### src/rtl/fpadd_align_stage_if.sv
// Handshake/bus bundle for the FP-add alignment stage.
// Upstream side: in_valid/in_ready with operands a, b (IEEE-754 single).
// Downstream side: out_valid/out_ready with the aligned bundle
//   large_m, small_m (26-bit two's-complement mantissas), bit_r (sticky),
//   exp_out (effective exponent), special/special_res (Inf/NaN bypass).
// master: the environment that feeds operands and consumes results.
// slave:  the alignment stage itself.
interface fpadd_align_stage_if;
  logic        in_valid;
  logic        in_ready;
  logic [31:0] a;
  logic [31:0] b;
  logic        out_valid;
  logic        out_ready;
  logic [25:0] large_m;
  logic [25:0] small_m;
  logic        bit_r;
  logic [7:0]  exp_out;
  logic        special;
  logic [31:0] special_res;

  modport master (
    output in_valid, a, b, out_ready,
    input  in_ready, out_valid, large_m, small_m, bit_r, exp_out, special, special_res
  );

  modport slave (
    input  in_valid, a, b, out_ready,
    output in_ready, out_valid, large_m, small_m, bit_r, exp_out, special, special_res
  );
endinterface

### src/rtl/fpadd_align_stage.sv
// Alignment stage of a single-precision floating-point adder.
// Picks the larger-magnitude operand, right-shifts the smaller mantissa by the
// exponent difference (collecting shifted-out bits into bit_r), applies signs
// as 26-bit two's complement and detects Inf/NaN bypass results. Results are
// held in a 2-entry skid buffer so in_ready never depends on out_ready.
// Ports:
//   clk   - rising-edge clock
//   rst_n - synchronous active-low reset
//   bus   - slave side of fpadd_align_stage_if (operand in, aligned bundle out)
module fpadd_align_stage (
  input logic                clk,
  input logic                rst_n,
  fpadd_align_stage_if.slave bus
);

  typedef enum logic [1:0] {StEmpty, StOne, StTwo} state_e;

  typedef struct packed {
    logic [25:0] large_m;
    logic [25:0] small_m;
    logic        bit_r;
    logic [7:0]  exp_out;
    logic        special;
    logic [31:0] special_res;
  } entry_t;

  state_e state_q, state_d;
  logic   in_ready_q;
  entry_t head_q, tail_q;
  entry_t align_res;
  logic   out_valid;
  logic   accept, consume;

  // Alignment datapath
  logic        a_large;
  logic [31:0] op_l, op_s;
  logic [7:0]  exp_l, exp_s, diff;
  logic [25:0] mag_l, mag_s, sh_s;
  logic        sticky;
  logic        nan_a, nan_b, inf_a, inf_b;

  always_comb begin
    // Tie goes to a.
    a_large = (bus.a[30:0] >= bus.b[30:0]);
    op_l    = a_large ? bus.a : bus.b;
    op_s    = a_large ? bus.b : bus.a;
    // Denormals and zero use effective exponent 1 with hidden bit 0.
    exp_l   = (op_l[30:23] == 8'd0) ? 8'd1 : op_l[30:23];
    exp_s   = (op_s[30:23] == 8'd0) ? 8'd1 : op_s[30:23];
    mag_l   = {1'b0, |op_l[30:23], op_l[22:0], 1'b0};
    mag_s   = {1'b0, |op_s[30:23], op_s[22:0], 1'b0};
    diff    = exp_l - exp_s;
    if (diff >= 8'd26) begin
      sh_s   = '0;
      sticky = |mag_s;
    end else begin
      sh_s   = mag_s >> diff;
      sticky = |(mag_s & ~({26{1'b1}} << diff));
    end

    nan_a = (&bus.a[30:23]) && (|bus.a[22:0]);
    nan_b = (&bus.b[30:23]) && (|bus.b[22:0]);
    inf_a = (&bus.a[30:23]) && !(|bus.a[22:0]);
    inf_b = (&bus.b[30:23]) && !(|bus.b[22:0]);

    align_res = '0;
    if (nan_a || nan_b || (inf_a && inf_b && (bus.a[31] != bus.b[31]))) begin
      align_res.special     = 1'b1;
      align_res.special_res = 32'h7FC0_0000;
    end else if (inf_a || inf_b) begin
      align_res.special     = 1'b1;
      align_res.special_res = inf_a ? bus.a : bus.b;
    end else begin
      // Sticky is taken on the magnitude, before negation.
      align_res.large_m = op_l[31] ? (~mag_l + 26'd1) : mag_l;
      align_res.small_m = op_s[31] ? (~sh_s + 26'd1) : sh_s;
      align_res.bit_r   = sticky;
      align_res.exp_out = exp_l;
    end
  end

  assign accept  = bus.in_valid && in_ready_q;
  assign consume = out_valid && bus.out_ready;

  // State register; in_ready is registered from the next state.
  always_ff @(posedge clk) begin
    if (!rst_n) begin
      state_q    <= StEmpty;
      in_ready_q <= 1'b0;
    end else begin
      state_q    <= state_d;
      in_ready_q <= (state_d != StTwo);
    end
  end

  // Next-state logic
  always_comb begin
    state_d = state_q;
    unique case (state_q)
      StEmpty: if (accept) state_d = StOne;
      StOne: begin
        if (accept && !consume)      state_d = StTwo;
        else if (!accept && consume) state_d = StEmpty;
      end
      StTwo:   if (consume) state_d = StOne;
      default: state_d = StEmpty;
    endcase
  end

  // Skid storage: head is what the outputs show, tail catches one extra entry.
  always_ff @(posedge clk) begin
    if (!rst_n) begin
      head_q <= '0;
      tail_q <= '0;
    end else begin
      case (state_q)
        StEmpty: if (accept) head_q <= align_res;
        StOne: begin
          if (accept && consume) head_q <= align_res;
          else if (accept)       tail_q <= align_res;
        end
        StTwo:   if (consume) head_q <= tail_q;
        default: ;
      endcase
    end
  end

  // Outputs
  always_comb begin
    out_valid       = (state_q != StEmpty);
    bus.out_valid   = out_valid;
    bus.in_ready    = in_ready_q;
    bus.large_m     = head_q.large_m;
    bus.small_m     = head_q.small_m;
    bus.bit_r       = head_q.bit_r;
    bus.exp_out     = head_q.exp_out;
    bus.special     = head_q.special;
    bus.special_res = head_q.special_res;
  end

endmodule

### src/flat_wrapper.sv
// flat-port wrapper written by rule: the top's interface ports become plain ports
module fpadd_align_stage_flat 
  (clk, rst_n, bus_in_valid, bus_a, bus_b, bus_out_ready, bus_in_ready, bus_out_valid, bus_large_m, bus_small_m, bus_bit_r, bus_exp_out, bus_special, bus_special_res);
  fpadd_align_stage_if bus_i ();
  input logic clk;
  input logic rst_n;
  input wire logic [$bits(bus_i.in_valid)-1:0] bus_in_valid;
  input wire logic [$bits(bus_i.a)-1:0] bus_a;
  input wire logic [$bits(bus_i.b)-1:0] bus_b;
  input wire logic [$bits(bus_i.out_ready)-1:0] bus_out_ready;
  output wire logic [$bits(bus_i.in_ready)-1:0] bus_in_ready;
  output wire logic [$bits(bus_i.out_valid)-1:0] bus_out_valid;
  output wire logic [$bits(bus_i.large_m)-1:0] bus_large_m;
  output wire logic [$bits(bus_i.small_m)-1:0] bus_small_m;
  output wire logic [$bits(bus_i.bit_r)-1:0] bus_bit_r;
  output wire logic [$bits(bus_i.exp_out)-1:0] bus_exp_out;
  output wire logic [$bits(bus_i.special)-1:0] bus_special;
  output wire logic [$bits(bus_i.special_res)-1:0] bus_special_res;
  assign bus_i.in_valid = bus_in_valid;
  assign bus_i.a = bus_a;
  assign bus_i.b = bus_b;
  assign bus_i.out_ready = bus_out_ready;
  assign bus_in_ready = bus_i.in_ready;
  assign bus_out_valid = bus_i.out_valid;
  assign bus_large_m = bus_i.large_m;
  assign bus_small_m = bus_i.small_m;
  assign bus_bit_r = bus_i.bit_r;
  assign bus_exp_out = bus_i.exp_out;
  assign bus_special = bus_i.special;
  assign bus_special_res = bus_i.special_res;
  fpadd_align_stage u_core (.clk(clk), .rst_n(rst_n), .bus(bus_i));
endmodule
### config.mk
export PLATFORM = sky130hd
export DESIGN_NAME = fpadd_align_stage_flat
export DESIGN_NICKNAME = d
export VERILOG_FILES = /design/src/rtl/fpadd_align_stage_if.sv /design/src/rtl/fpadd_align_stage.sv /design/src/flat_wrapper.sv
export SDC_FILE = /design/constraint.sdc
export NUM_CORES = 1
export LEC_CHECK = 0
export CAP_MARGIN = 20
export CORE_ASPECT_RATIO = 0.7
export CORE_UTILIZATION = 39
export CTS_BUF_LIST = sky130_fd_sc_hd__clkbuf_8
export CTS_CLUSTER_SIZE = 8
export DETAILED_ROUTE_END_ITERATION = 10
export SETUP_SLACK_MARGIN = 0.5
export SLEW_MARGIN = 20
export SYNTH_ARGS = -nofsm -noshare
export SYNTH_HDL_FRONTEND = slang
export SYNTH_SLANG_ARGS = --single-unit
### constraint.sdc
create_clock -name clk -period 12.3 [get_ports clk]
set_clock_uncertainty 0.15 [all_clocks]
set_input_delay 2.46 -clock clk [delete_from_list [all_inputs] [get_ports clk]]
set_output_delay 2.46 -clock clk [all_outputs]
set_load 0.03 [all_outputs]
==> impl_metrics.tcl, run 1 <==
set metrics [dict create \
    status "finished clean" \
    irDropWorstVdd_mv 0.0975 \
    max-slew-margin-rel_pct 16.0 \
    start_util_pct 39.6 \
    hold_depth 2 \
    fin_crit_ps 11670 \
    tightestPinTransition_ps 1250 \
    power_mw 2.45 \
    core_area_um2 33400 \
    via_per_inst 6.26 \
    grt_pass1_wl_um 88900 \
    drc 0 \
    place_congestion 1.04 \
    crit_slowest_cell "nor3_1" \
    grtUsageMet2_pct 46.9 \
    setup_tns_ps 0 \
    synth-edff-count 0 \
    path_clk_slew_ps 100 \
    drtPass1Iterations 6 \
    synth.net_count 1966 \
    cp_data_required_time_ps 12520 \
    ant_nets 0 \
    startpoint_type "input pin" \
    drive_gt1_share_pct 8.40 \
    nNetsFinal 2073 \
    numCtsBuffers 17 \
    yosys_register_bits 189 \
    worstSetupPathType "input pin to flop" \
    syn2layout_area_growth_pct 19.7 \
    grt_pass1_vias 13500 \
    critPathMaxFanout 24 \
    route.vias.total 15100 \
    cts_tree "done" \
    period_share_pct 94.9 \
    io_pins 164 \
    post_drt_wl_per_cell_um 25.2 \
    layout_setup_ws_ps 628 \
    ctsHoldBuffers 0 \
    fillers 3410 \
    final_max_slew_viol_count 0 \
    cp.arrival_ps 11890 \
    yosysUniqueCellTypes 90 \
    power_leakage_nw 5.84 \
    grt_start_max_net_pins 100 \
    finalSetupViolations 0 \
    clockBufferDepth 2 \
    die-height_um 156 \
    final_hold_viol_count 0 \
    clock_latency_ps 480 \
    drtIter0Drc 2183 \
    fmax_mhz 85.7 \
    numClockSinks 189 \
    grt_use_met1_pct 51.5 \
    dpl.hpwl_um 44700 \
    yosys_warnings 0 \
    end_kind "flop" \
    wl_um 60700 \
    rows 56 \
    diodes 0 \
    grt.total_usage_pct 34.0 \
    power_density_nw_per_um2 155 \
    synth_seq_area_share_pct 28.6 \
    place_ws_ps 336 \
    antenna_found_initial 0 \
    overflow 0 \
    port_buffers 162 \
    ctsResizeCount 0 \
    cts_max_level 4 \
    async_flop_share_pct 0 \
    post_cts_buffers 0 \
    syn_inst 1856 \
    grt_setup_unrepaired "false" \
    worst_path_most_repeated_cell "ha_1" \
    met3_usage_pct 8.68 \
    slowest_delay_ps 880 \
    syn_area_um2 13200 \
    die_w_um 222 \
    worst_r2r_path_depth 9 \
    dieArea_um2 34700 \
    cts-root-buf "clkbuf_8" \
    drv_cap 0 \
    grt.busiest_layer "met1" \
    avgSynthCellArea_um2 7.13 \
    ys.flop_type "dfxtp_1" \
    holdCritPathClass "flop to flop" \
]
[where the power goes]
part           switching (mW)  total (mW)  internal (mW)
combinational           0.952        1.41          0.455
clock                   0.247       0.393          0.146
sequential             0.0165       0.653          0.636
total                    1.22        2.45           1.24
[sequential cells by signal, indices dropped and copies added (netlist names)]
signal,cells
u_core.bus.bit_r,1
u_core.bus.exp_out,8
u_core.bus.in_ready,1
u_core.bus.large_m,25
u_core.bus.small_m,26
u_core.bus.special,1
u_core.bus.special_res,32
u_core.state_q,2
u_core.tail_q,93
[routing by layer]
metal  part of all wire (%)  vias up
li1                       -     6980
met1                     48     7233
met2                     39      796
met3                     11       77
met4                    2.0        0
met5                      0        -
[logic make-up after synthesis]
logic type      count (synthesis)  synth area share [%]
simple gates                  734                  25.3
compound gates                614                  30.3
buf+inv                       196                  5.87
flops                         189                  28.6
xor+xnor                       47                  3.11
fa+ha+maj                      42                  4.03
mux                            33                  2.73
other cells                     1                0.0283
[path summary, 6_finish.rpt]
path,start,slack (ps),end
hold reg to reg,u_core.bus.special_res[30]$_SDFFE_PN0P_,310,u_core.bus.special_res[30]$_SDFFE_PN0P_
setup reg to reg,u_core.state_q[0]$_SDFF_PN0_,8980,u_core.bus.exp_out[2]$_SDFFE_PN0P_
setup / recovery,bus_b[13],630,u_core.bus.small_m[12]$_SDFFE_PN0P_
hold / removal,u_core.bus.special_res[30]$_SDFFE_PN0P_,310,u_core.bus.special_res[30]$_SDFFE_PN0P_
[placed cells by master, fill, tap and decap left out, types with 19 or more instances in the layout]
cell type,instances
nand2_1,239
nor2_1,225
a21oi_1,215
dfxtp_1,189
clkdlybuf4s50_1,161
o21ai_0,109
nand3_1,87
buf_4,71
nor3_1,53
inv_1,48
ha_1,40
o211ai_1,35
a211oi_1,34
and3_1,29
xnor2_1,27
mux2i_1,25
a311oi_1,23
a31oi_1,20
xor2_1,19
o31ai_1,19
[synthesized netlist by cell type (all sizes together), types with 35 or more instances]
master,count,share of area [%]
a21oi,216,8.2
a211oi,36,2.1
ha,41,3.9
nand3,89,3.4
clkbuf,114,3.2
o21ai,123,4.7
nor3,53,2.0
dfxtp,189,29
o211ai,35,2.0
nor2,226,6.5
nand2,241,6.9
inv,48,1.4
[area by class of cell]
cell class | count | area (um^2) | share of cell area (%)
multi-input cells | 1472 | 8810 | 55.6
repair buffers | 233 | 2150 | 13.6
clock inverters | 15 | 130 | 0.821
flip-flops and latches | 189 | 3780 | 23.9
inverters | 50 | 190 | 1.20
clock buffers | 17 | 234 | 1.48
well taps | 435 | 544 | 3.44
[worst max-delay path, delay by kind of cell]
family                   cells  cell delay, ps
XOR/XNOR                     1             100
buffers and inverters        3            1110
AND/OR/NAND/NOR             10            3090
adder cells (fa/ha/maj)      4            1130
AO/OA/AOI/OAI               10            3870
multiplexers                 1             150
[metrics by stage]
step	area (um^2)	util [%]	instances	hold WS, ps
after detailed placement	15400	46.1	2378	294
after global placement	15400	46.1	2378	290
final	15800	47.4	2411	306
after global routing	15800	47.4	2411	322
after floorplan	13200	-	1856	282
after CTS	15800	47.2	2410	306
(Power assumes the default switching activity.)
==> inputs of run 2 (changes only) <==
--- a/config.mk
+++ b/config.mk
@@ -12,7 +12,6 @@
 export CTS_CLUSTER_SIZE = 8
 export DETAILED_ROUTE_END_ITERATION = 10
 export SETUP_SLACK_MARGIN = 0.5
-export SLEW_MARGIN = 20
 export SYNTH_ARGS = -nofsm -noshare
 export SYNTH_HDL_FRONTEND = slang
 export SYNTH_SLANG_ARGS = --single-unit
==> run 2 against run 1 <==
- clock power rose by 31%
- first-iteration DRC count decreased by 1.8%
- sequential power hardly changed
- routed wire length increased by 0.74%
- critical path type unchanged
- critical endpoint unchanged
- largest power group unchanged
- highest routed layer is now met5
==> impl_metrics.tcl, run 2 (synthesis gave the netlist of run 1 again) <==
set metrics [dict create \
    place_ws_ps 395 \
    path_clk_slew_ps 100 \
    r2r-end "u_core.bus.exp_out[2]$_SDFFE_PN0P_" \
    numCtsBuffers 17 \
    fin_crit_ps 11420 \
    period_share_pct 92.9 \
    grt.total_usage_pct 34.0 \
    ctsHoldBuffers 0 \
    via_per_inst 6.34 \
    rows 56 \
    max-slew-margin-rel_pct 6.88 \
    io_pins 164 \
    r2r_start "u_core.state_q[0]$_SDFF_PN0_" \
    tightestPinTransition_ps 1380 \
    worstSetupPathType "input pin to flop" \
    grt_pass1_wl_um 89300 \
    cts_tree "done" \
    rrSetupSlack_ps 8980 \
    syn2layout_area_growth_pct 21.1 \
    dpl.hpwl_um 44700 \
    finalSetupViolations 0 \
    numClockSinks 189 \
    drv_cap 0 \
    power_density_nw_per_um2 161 \
    status "finished clean" \
    route.vias.total 15300 \
    wl_um 61200 \
    worst_r2r_path_depth 9 \
    grt_setup_unrepaired "false" \
    dieArea_um2 34700 \
    drive_gt1_share_pct 8.74 \
    cts_max_level 4 \
    crit_slowest_cell "clkdlybuf4s50_1" \
    slowest_delay_ps 610 \
    drtIter0Drc 2144 \
    clock_latency_ps 460 \
    critPathLaunch "bus_b[13]" \
    layout_commonest_cell "nand2_1" \
    final_max_slew_viol_count 0 \
    cp_data_required_time_ps 12500 \
    final_hold_viol_count 0 \
    post_drt_wl_per_cell_um 25.3 \
    fillers 3348 \
    fmax_mhz 87.6 \
    multi_input_area_um2 8830 \
    worst_path_most_repeated_cell "nor2_1" \
    grt_pass1_vias 13700 \
    grt_start_max_net_pins 100 \
    core_area_um2 33400 \
    ant_nets 0 \
    startpoint_type "input pin" \
    cts-root-buf "clkbuf_8" \
    power_leakage_nw 5.93 \
    holdCritPathClass "flop to flop" \
    drc 0 \
    endpoint "u_core.bus.small_m[12]$_SDFFE_PN0P_" \
    end_kind "flop" \
    largest_register "u_core.tail_q" \
    hold_slack_ps 306 \
    nNetsFinal 2076 \
    irDropWorstVdd_mv 0.0705 \
    port_buffers 162 \
    cp.arrival_ps 11620 \
    clockBufferDepth 2 \
    die_w_um 222 \
    overflow 0 \
    layout_setup_ws_ps 879 \
    drtPass1Iterations 6 \
    die-height_um 156 \
    antenna_found_initial 2 \
    largest_register_ffs 93 \
    place_congestion 1.04 \
    setup_tns_ps 0 \
    final_cell_mix "239 x nand2_1, 224 x nor2_1, 215 x a21oi_1" \
    start_util_pct 39.6 \
    critPathMaxFanout 20 \
    register_area_um2 3780 \
]
[run 2: layer usage]
layer	part of all wire [%]	GRT usage, %	up-vias
met3	12	9.60	85
met4	1.5	6.48	4
met5	0.29	2.10	-
met2	40	47.8	840
met1	46	50.6	7397
li1	-	-	6988
[run 2: final cells by class]
cell class	instances	share of cell area, %
Clock inverter	15	1.66
Timing Repair Buffer	236	13.6
Antenna cell	3	0.0468
Inverter	50	1.19
Tap cell	435	3.40
Multi-Input combinational cell	1472	55.1
Clock buffer	17	1.46
Sequential cell	189	23.6
[run 2: through the flow]
| step | area [um^2] | std cells | util [%] | total power, mW |
|---|---|---|---|---|
| finish | 16000 | 2417 | 48.0 | 2.59 |
| global route | 16000 | 2415 | 47.9 | 2.69 |
| CTS | 15900 | 2411 | 47.7 | 2.52 |
| detailed placement | 15400 | 2379 | 46.2 | 2.01 |
| global placement | 15400 | 2378 | 46.1 | 2.02 |
| floorplan | 13200 | 1856 | - | 1.53 |
[run 2: worst min-delay path by stage]
stage | start | endpoint | slack (ps) | cells after the start
after floorplan | u_core.tail_q[49]$_SDFFE_PN0P_ | u_core.tail_q[49]$_SDFFE_PN0P_ | 280 | 2
after global placement | u_core.tail_q[52]$_SDFFE_PN0P_ | u_core.tail_q[52]$_SDFFE_PN0P_ | 290 | 2
after detailed placement | u_core.bus.special_res[30]$_SDFFE_PN0P_ | u_core.bus.special_res[30]$_SDFFE_PN0P_ | 290 | 2
after CTS | u_core.tail_q[13]$_SDFFE_PN0P_ | u_core.bus.special_res[13]$_SDFFE_PN0P_ | 300 | 2
after global routing | u_core.bus.special_res[5]$_SDFFE_PN0P_ | u_core.bus.special_res[5]$_SDFFE_PN0P_ | 320 | 2
final | u_core.bus.special_res[30]$_SDFFE_PN0P_ | u_core.bus.special_res[30]$_SDFFE_PN0P_ | 310 | 2
[run 2: worst max-delay path, delay by kind of cell]
kind	cells	cell delay (ps)
xor gates and xnor gates	1	110
buffers and inverters	4	1280
adders and majority gates	3	1050
muxes	1	370
AOI/OAI and AO/OA	10	3110
and+or+nand+nor	13	3200
[run 2: report_power, final]
part           internal (mW)  leakage, nW  switching (mW)
registers              0.636         1.53          0.0164
clock network          0.283        0.246           0.231
logic                  0.460         4.15           0.959
[run 2: timing repair]
action                                  4_1_cts  5_1_grt
endpoints found under the setup margin        0       35
gates resized for setup                       0       10
buffers inserted                              0        2
